**config.mk**
```make
export PLATFORM = sky130hd
export DESIGN_NAME = fifo_param
export DESIGN_NICKNAME = d
export VERILOG_FILES = /design/src/rtl/fifo_param.sv
export SDC_FILE = /design/constraint.sdc
export NUM_CORES = 1
export LEC_CHECK = 0
export BUFFER_PORTS_ARGS = -buffer_cell sky130_fd_sc_hd__buf_2
export CORE_MARGIN = 10
export CORE_UTILIZATION = 28
export CTS_CLUSTER_SIZE = 8
export DETAILED_ROUTE_END_ITERATION = 8
export GPL_TIMING_DRIVEN = 0
export MAX_ROUTING_LAYER = met4
export PLACE_DENSITY_LB_ADDON = 0.3
export SLEW_MARGIN = 20
export SYNTH_ARGS = -nofsm -noshare
export SYNTH_HDL_FRONTEND = slang
export SYNTH_SLANG_ARGS = --single-unit
```
**constraint.sdc**
```tcl
create_clock -name clk -period 3.1 [get_ports clk]
set_clock_uncertainty 0.2 [all_clocks]
set_input_delay 0.155 -clock clk [delete_from_list [all_inputs] [get_ports clk]]
set_output_delay 0.155 -clock clk [all_outputs]
set_load 0.01 [all_outputs]
```
**src/rtl/fifo_param.sv**
```systemverilog
// rtl/fifo_param.sv - parametrised synchronous FIFO with count, thresholds, sticky errors, flush and FWFT/registered read
module fifo_param #(
  parameter int DATA_WIDTH = 8,
  parameter int DEPTH      = 16,
  parameter int AF_LEVEL   = DEPTH - 2,
  parameter int AE_LEVEL   = 2,
  parameter bit FWFT       = 1'b1
) (
  input  logic                    clk,
  input  logic                    rst,
  input  logic                    push,
  input  logic                    pop,
  input  logic                    clr,
  input  logic [DATA_WIDTH-1:0]   w_data,
  output logic [DATA_WIDTH-1:0]   r_data,
  output logic                    r_valid,
  output logic                    full,
  output logic                    empty,
  output logic                    almost_full,
  output logic                    almost_empty,
  output logic [$clog2(DEPTH):0]  count,
  output logic                    overflow,
  output logic                    underflow
);

  localparam int AW = $clog2(DEPTH);
  localparam int CW = AW + 1;
  localparam logic [CW-1:0] DEPTH_C = CW'(DEPTH);
  localparam logic [CW-1:0] AF_C    = CW'(AF_LEVEL);
  localparam logic [CW-1:0] AE_C    = CW'(AE_LEVEL);

  logic [DATA_WIDTH-1:0] mem_q [DEPTH];
  logic [AW-1:0]         wr_ptr_q, wr_ptr_d;
  logic [AW-1:0]         rd_ptr_q, rd_ptr_d;
  logic [CW-1:0]         count_q, count_d;
  logic                  overflow_q, overflow_d;
  logic                  underflow_q, underflow_d;
  logic                  push_ok, pop_ok;

  // A push at full is still legal when a pop frees the slot on the same edge.
  assign push_ok = push && (!full || pop);
  assign pop_ok  = pop && !empty;

  assign full         = (count_q == DEPTH_C);
  assign empty        = (count_q == '0);
  assign almost_full  = (count_q >= AF_C);
  assign almost_empty = (count_q <= AE_C);
  assign count        = count_q;
  assign overflow     = overflow_q;
  assign underflow    = underflow_q;

  always_comb begin
    wr_ptr_d    = wr_ptr_q;
    rd_ptr_d    = rd_ptr_q;
    count_d     = count_q;
    overflow_d  = overflow_q;
    underflow_d = underflow_q;
    if (clr) begin
      wr_ptr_d    = '0;
      rd_ptr_d    = '0;
      count_d     = '0;
      overflow_d  = 1'b0;
      underflow_d = 1'b0;
    end else begin
      if (push_ok) wr_ptr_d = wr_ptr_q + AW'(1);
      if (pop_ok)  rd_ptr_d = rd_ptr_q + AW'(1);
      if (push_ok && !pop_ok) count_d = count_q + CW'(1);
      if (pop_ok && !push_ok) count_d = count_q - CW'(1);
      if (push && !push_ok) overflow_d  = 1'b1;
      if (pop && !pop_ok)   underflow_d = 1'b1;
    end
  end

  always_ff @(posedge clk or negedge rst) begin
    if (!rst) begin
      wr_ptr_q    <= '0;
      rd_ptr_q    <= '0;
      count_q     <= '0;
      overflow_q  <= 1'b0;
      underflow_q <= 1'b0;
    end else begin
      wr_ptr_q    <= wr_ptr_d;
      rd_ptr_q    <= rd_ptr_d;
      count_q     <= count_d;
      overflow_q  <= overflow_d;
      underflow_q <= underflow_d;
    end
  end

  // Storage is deliberately left out of reset and flush.
  always_ff @(posedge clk) begin
    if (push_ok && !clr) mem_q[wr_ptr_q] <= w_data;
  end

  generate
    if (FWFT) begin : g_fwft
      assign r_data  = empty ? '0 : mem_q[rd_ptr_q];
      assign r_valid = !empty;
    end else begin : g_reg
      logic [DATA_WIDTH-1:0] r_data_q;
      logic                  r_valid_q;

      always_ff @(posedge clk or negedge rst) begin
        if (!rst) begin
          r_data_q  <= '0;
          r_valid_q <= 1'b0;
        end else if (clr) begin
          r_valid_q <= 1'b0;
        end else if (pop_ok) begin
          r_data_q  <= mem_q[rd_ptr_q];
          r_valid_q <= 1'b1;
        end else begin
          r_valid_q <= 1'b0;
        end
      end

      assign r_data  = r_data_q;
      assign r_valid = r_valid_q;
    end
  endgenerate

endmodule

```
* Word level (Yosys, flattened, before mapping) *
Memories as Yosys holds them, arrays and structs flattened.
Index checks and enable logic that the tools add are counted.

cells by class
  multiplexer cells = 14
  $add $sub $neg = 4
  reductions and logical operators = 19
  $lt $le $gt $ge = 2
  equal/unequal tests = 1

operators by type and width
  kind                                                                number
  two-way mux 4 bit                                                   4
  two-way mux 5 bit                                                   3
  adder 4 x 1 -> 4 bit (second input constant)                        2
  two-way mux 8 bit                                                   1
  nonzero test 2 bit                                                  4
  logical AND 1 bit                                                   7
  two-way mux 1 bit                                                   6
  adder 5 x 1 -> 5 bit (second input constant)                        1
  == test 5 bit (second input constant)                               1
  greater-or-equal comparator 5 x 4 -> 1 bit (second input constant)  1
  less-or-equal comparator 5 x 2 -> 1 bit (second input constant)     1
  logical NOT 1 bit                                                   5
  logical NOT 5 bit                                                   1
  subtractor 5 x 1 -> 5 bit (second input constant)                   1
  nonzero test 3 bit                                                  1
  logical OR 1 bit                                                    1

word-level totals
  input bits = 13
  memories = 1
  word-level logic and storage cells = 46
  flip-flop bits (word level) = 15
  output and inout port bits = 20
  RAM bits = 128

memory list
  memory  depth  bits a word  read ports  clocked after memory_dff  write ports  RTL line  text
  mem_q   16     8            1           0                         1            32        logic [DATA_WIDTH-1:0] mem_q [DEPTH];

* Depth between registers and ports, before layout *
  depth in word-level cells = 8
  gate-level depth with buffers = 10
  gate-level depth less buffers = 8

* Least setup slack after synthesis *
Ideal clock, no wire load.

  kind = flip-flop to flip-flop
  from = register count_q[1], in the netlist count[1]
  to = register count_q[2], in the netlist count[2]
  stages on the path, launching flop included = 11
  path slack = 319 ps
  data required time = 2,772 ps
  library setup time = 128 ps
  arrival time = 2,453 ps
  path buffers = 2
  period minus slack after synthesis = 2,781 ps
  cells stage by stage = dfrtp_1 buf_6 or4_4 buf_6 o21ai_2 xnor2_1 ha_1 nor2_1 o211ai_2 a32oi_1 mux2_1

between the ends
  longest elaborated chain between the ends = 8
  elaborated cells between the ends (all ways) = 17
  those cells by class = 2 x add/sub; 1 x eq/ne; 3 x mux; 11 x reduce/logical

ends and longest elaborated chain
  element                                                                       RTL line  text
  start, declared                                                               35        logic [CW-1:0] count_q, count_d;
  start signal, assigned                                                        84        count_q <= count_d;
  parallel branches: the longest is 8 deep, another holds adder 5 x 1 -> 5 bit  n/a

Several ways; the timed one is not identified. The select of a mux whose other input is x is not followed.
A chain may end at the register's enable or synchronous reset.

* Worst setup path after layout *
  from = register rd_ptr_q[1]
  to = output r_data[5]

between the ends
  longest elaborated chain between the ends = 2

ends and longest elaborated chain
  element                 RTL line  text
  start, declared         34        logic [AW-1:0] rd_ptr_q, rd_ptr_d;
  start signal, assigned  83        rd_ptr_q <= rd_ptr_d;
  memory (16 x 8 bit)     n/a
  two-way mux 8 bit       97        assign r_data = empty ? '0 : mem_q[rd_ptr_q];
  end, declared           15        output logic [DATA_WIDTH-1:0] r_data,

Every way passes these cells.

==> qor.txt <==
status -> finished clean
hpwl dp -> 8690 microns
Vias -> 3,183
CP max-delay cell -> clkbuf_2
Pins Over Slew Limit -> 0
Global Route Usage Sum -> 9.91%
TritonCTS buffer count -> 17
clock sinks -> 143
vias per cell -> 4.62
Final Cell Area -> 0.00723 sq mm
Peak VDD IR -> 0.482 mV
Setup Fix Bufs, Post-CTS -> 0
Placed Instances -> 646
CORE AREA -> 0.0211 sq mm
post-synthesis sequential area ratio -> 70.3%
Final WS setup -> 177 ps
initial antenna violation count -> 0
worst slew pin tran -> 962 ps
CTS Root Buffer Type -> clkbuf_16
Slew HR -> 35.6%
starting density of the core -> 28.5%
#FFs+latches synth -> 143
synthesis-to-layout area growth -> 20.4%
H-tree levels -> 4
Post-Route Setup TNS -> 0 ps
routability cong. -> 0.824
chip height -> 166 microns
largest net degree at the start of global routing -> 17
Place WS -> 167 ps
Buffers on Ports -> 30
vias in the first global route -> 3,339
Maximum Capacitance Violations -> 0
TritonCTS clock tree -> yes
post-synth net total -> 361
Hold Startpoint -> push
max incr delay on CP -> 410 ps
Startpoint Class -> flop
Crit. End Element -> output pin
Critical Path AT -> 2570 ps
Post-synth EDFFs -> 128
drt initial violations -> 241
Util after Layout -> 34.3%
Final #Nets -> 422
period utilisation layout -> 94.3%
count of cell types in the netlist -> 47
Power Density -> 830 mW/mm^2
drt total wl -> 13,000 microns
post-synthesis async set-or-reset flop share -> 10.5%
WP data required -> 2740 ps
n_diodes -> 0
Worst Hold Path EP -> count[4]
Initial DRT Pass Iterations -> 4
post-synthesis instance total -> 341
Crit Path Class -> flop to output pin
WL/cell -> 18.9 microns
share of cells above drive strength 1 -> 27.1%
Max Freq -> 342 MHz
Final Hold Violating Endpoints -> 0
first-pass GRT wire length -> 20,400 microns
Finish-stage setup viols -> 0
clock slew at reported path FFs -> 60 ps
R2R setup slack -> 190 ps
Post-Syn Area -> 0.00600 sq mm
crit-path cells -> clkbuf_1 > clkbuf_2 > mux4_2 > mux2i_1 > o22ai_1 > buf_2
RSZ-0062 raised after global routing -> no
yosys warns -> 0
Die ar. -> 0.0277 sq mm
syn avg cell area -> 17.6 sq um
DRC -> 0
R2R Path End -> count[2]
global route overflow -> 0
Hold Path Depth -> 3
I/O pin cnt -> 33
dpl cell area -> 0.00650 sq mm
Clock Latency Late Sink -> 420 ps
Leak -> 2.39 nW
row cnt -> 53
Clock Path Buffers -> 2
post-route antenna net violation count -> 0
Cell Count, Final, Fillers Out -> 689
reg2reg path depth -> 10
FF-to-FF Start -> count[1]
Tmin final -> 2920 ps
Main synth FF type -> edfxtp_1
worst min path class -> primary input to flop
Fillers -> 2,035
chip width -> 166 microns
crit path max fanout -> 10
## worst max-delay path by stage
| stage | from | end | slack (ps) | cells past startpoint |
|---|---|---|---|---|
| finish | rd_ptr_q[1] | r_data[5] | 180 | 6 |
| floorplan | count[1] | count[2] | 320 | 10 |
| CTS | rd_ptr_q[1] | r_data[2] | 10 | 6 |
| global placement | count[1] | count[2] | 170 | 10 |
| detailed placement | count[1] | count[2] | 170 | 10 |
| global route | count[1] | count[2] | 20 | 10 |
## critical path: cells and delay by family, from the launching register on
kind	cells	cell delay, ps
mux	2	640
buf+inv	3	980
flops	1	350
compound gates	1	180
## area by class of cell
cell class	instances	area, sq um	share of cell area (%)
inverters	8	30.0	0.415
clock buffers	18	429	5.94
clock inverters	13	165	2.28
flip-flops and latches	143	4220	58.4
repair buffers	42	270	3.74
well taps	275	344	4.76
multi-input cells	171	1670	23.1
plain buffers	19	104	1.44
## Yosys cell counts, types with 2 or more instances
cell type	n	area (sq um)
edfxtp_1	128	3840
a31oi_1	3	18.8
inv_1	7	26.3
a21oi_1	6	30.0
buf_2	7	35.0
o21ai_2	2	17.5
or2_2	2	12.5
dfrtp_1	15	375
clkbuf_1	9	33.8
a21boi_0	2	15.0
o22ai_1	8	50.1
nor3_1	4	20.0
mux2i_1	18	180
nor2_1	34	128
mux4_2	32	721
nor2b_1	3	18.8
xnor2_1	4	35.0
o211ai_1	2	15.0
nand2_1	9	33.8
a22o_1	2	17.5
nand3_1	6	30.0
ha_1	7	87.6
o21ai_0	2	10.0
xor2_1	3	26.3
nand2b_1	3	18.8
buf_6	2	22.5
## power breakdown
group	internal (W)	switching, W	leakage (nW)
registers	0.00217	0.0000576	1.36
logic	0.000755	0.000975	0.751
clock network	0.00126	0.000778	0.280
## kinds of logic after synthesis
| group | after synthesis | synth area share (%) |
|---|---|---|
| buffers and inverters | 27 | 2.08 |
| AND/OR/NAND/NOR | 68 | 5.23 |
| adder cells (fa/ha/maj) | 7 | 1.46 |
| AO/OA/AOI/OAI | 38 | 4.73 |
| XOR/XNOR | 7 | 1.02 |
| multiplexers | 51 | 15.2 |
| flip-flops | 143 | 70.3 |
## sequential cells by signal (all words and copies together), names as in the netlist
| register | cells |
|---|---|
| mem_q | 128 |
| count | 5 |
| rd_ptr_q | 4 |
| wr_ptr_q | 4 |
| overflow | 1 |
| underflow | 1 |
## through the flow
stage	hold slack, ps	power [W]
floorplan	-341	0.00345
detailed placement	-103	0.00399
global placement	-108	0.00398
finish	53.1	0.00600
global route	81.9	0.00629
CTS	37.0	0.00604
## placed cells by master, fill, tap and decap left out, types with 7 or more instances in the layout
| master | count |
|---|---|
| buf_2 | 35 |
| mux4_2 | 32 |
| edfxtp_1 | 128 |
| nor2_1 | 34 |
| dfrtp_1 | 15 |
| o22ai_1 | 8 |
| dlygate4sd3_1 | 12 |
| ha_1 | 7 |
| inv_1 | 7 |
| clkbuf_1 | 7 |
| clkbuf_16 | 17 |
| nand2_1 | 9 |
| mux2i_1 | 18 |
## layer usage
metal | part of all wire [%] | vias up | track usage (%)
met5 | 0 | - | -
met4 | 1.1 | 0 | 3.21
met3 | 3.0 | 9 | 2.89
met2 | 49 | 43 | 15.4
met1 | 46 | 1650 | 12.2
li1 | - | 1481 | -
## repair_timing
item                                    CTS  global route
hold buffers                             12             0
hold endpoints to repair                146             0
gates cloned                              0             0
pin swaps                                 0             0
endpoints found under the setup margin    6             7
resized for setup                         2             5
No activity file was read; power rests on OpenSTA's default activity.
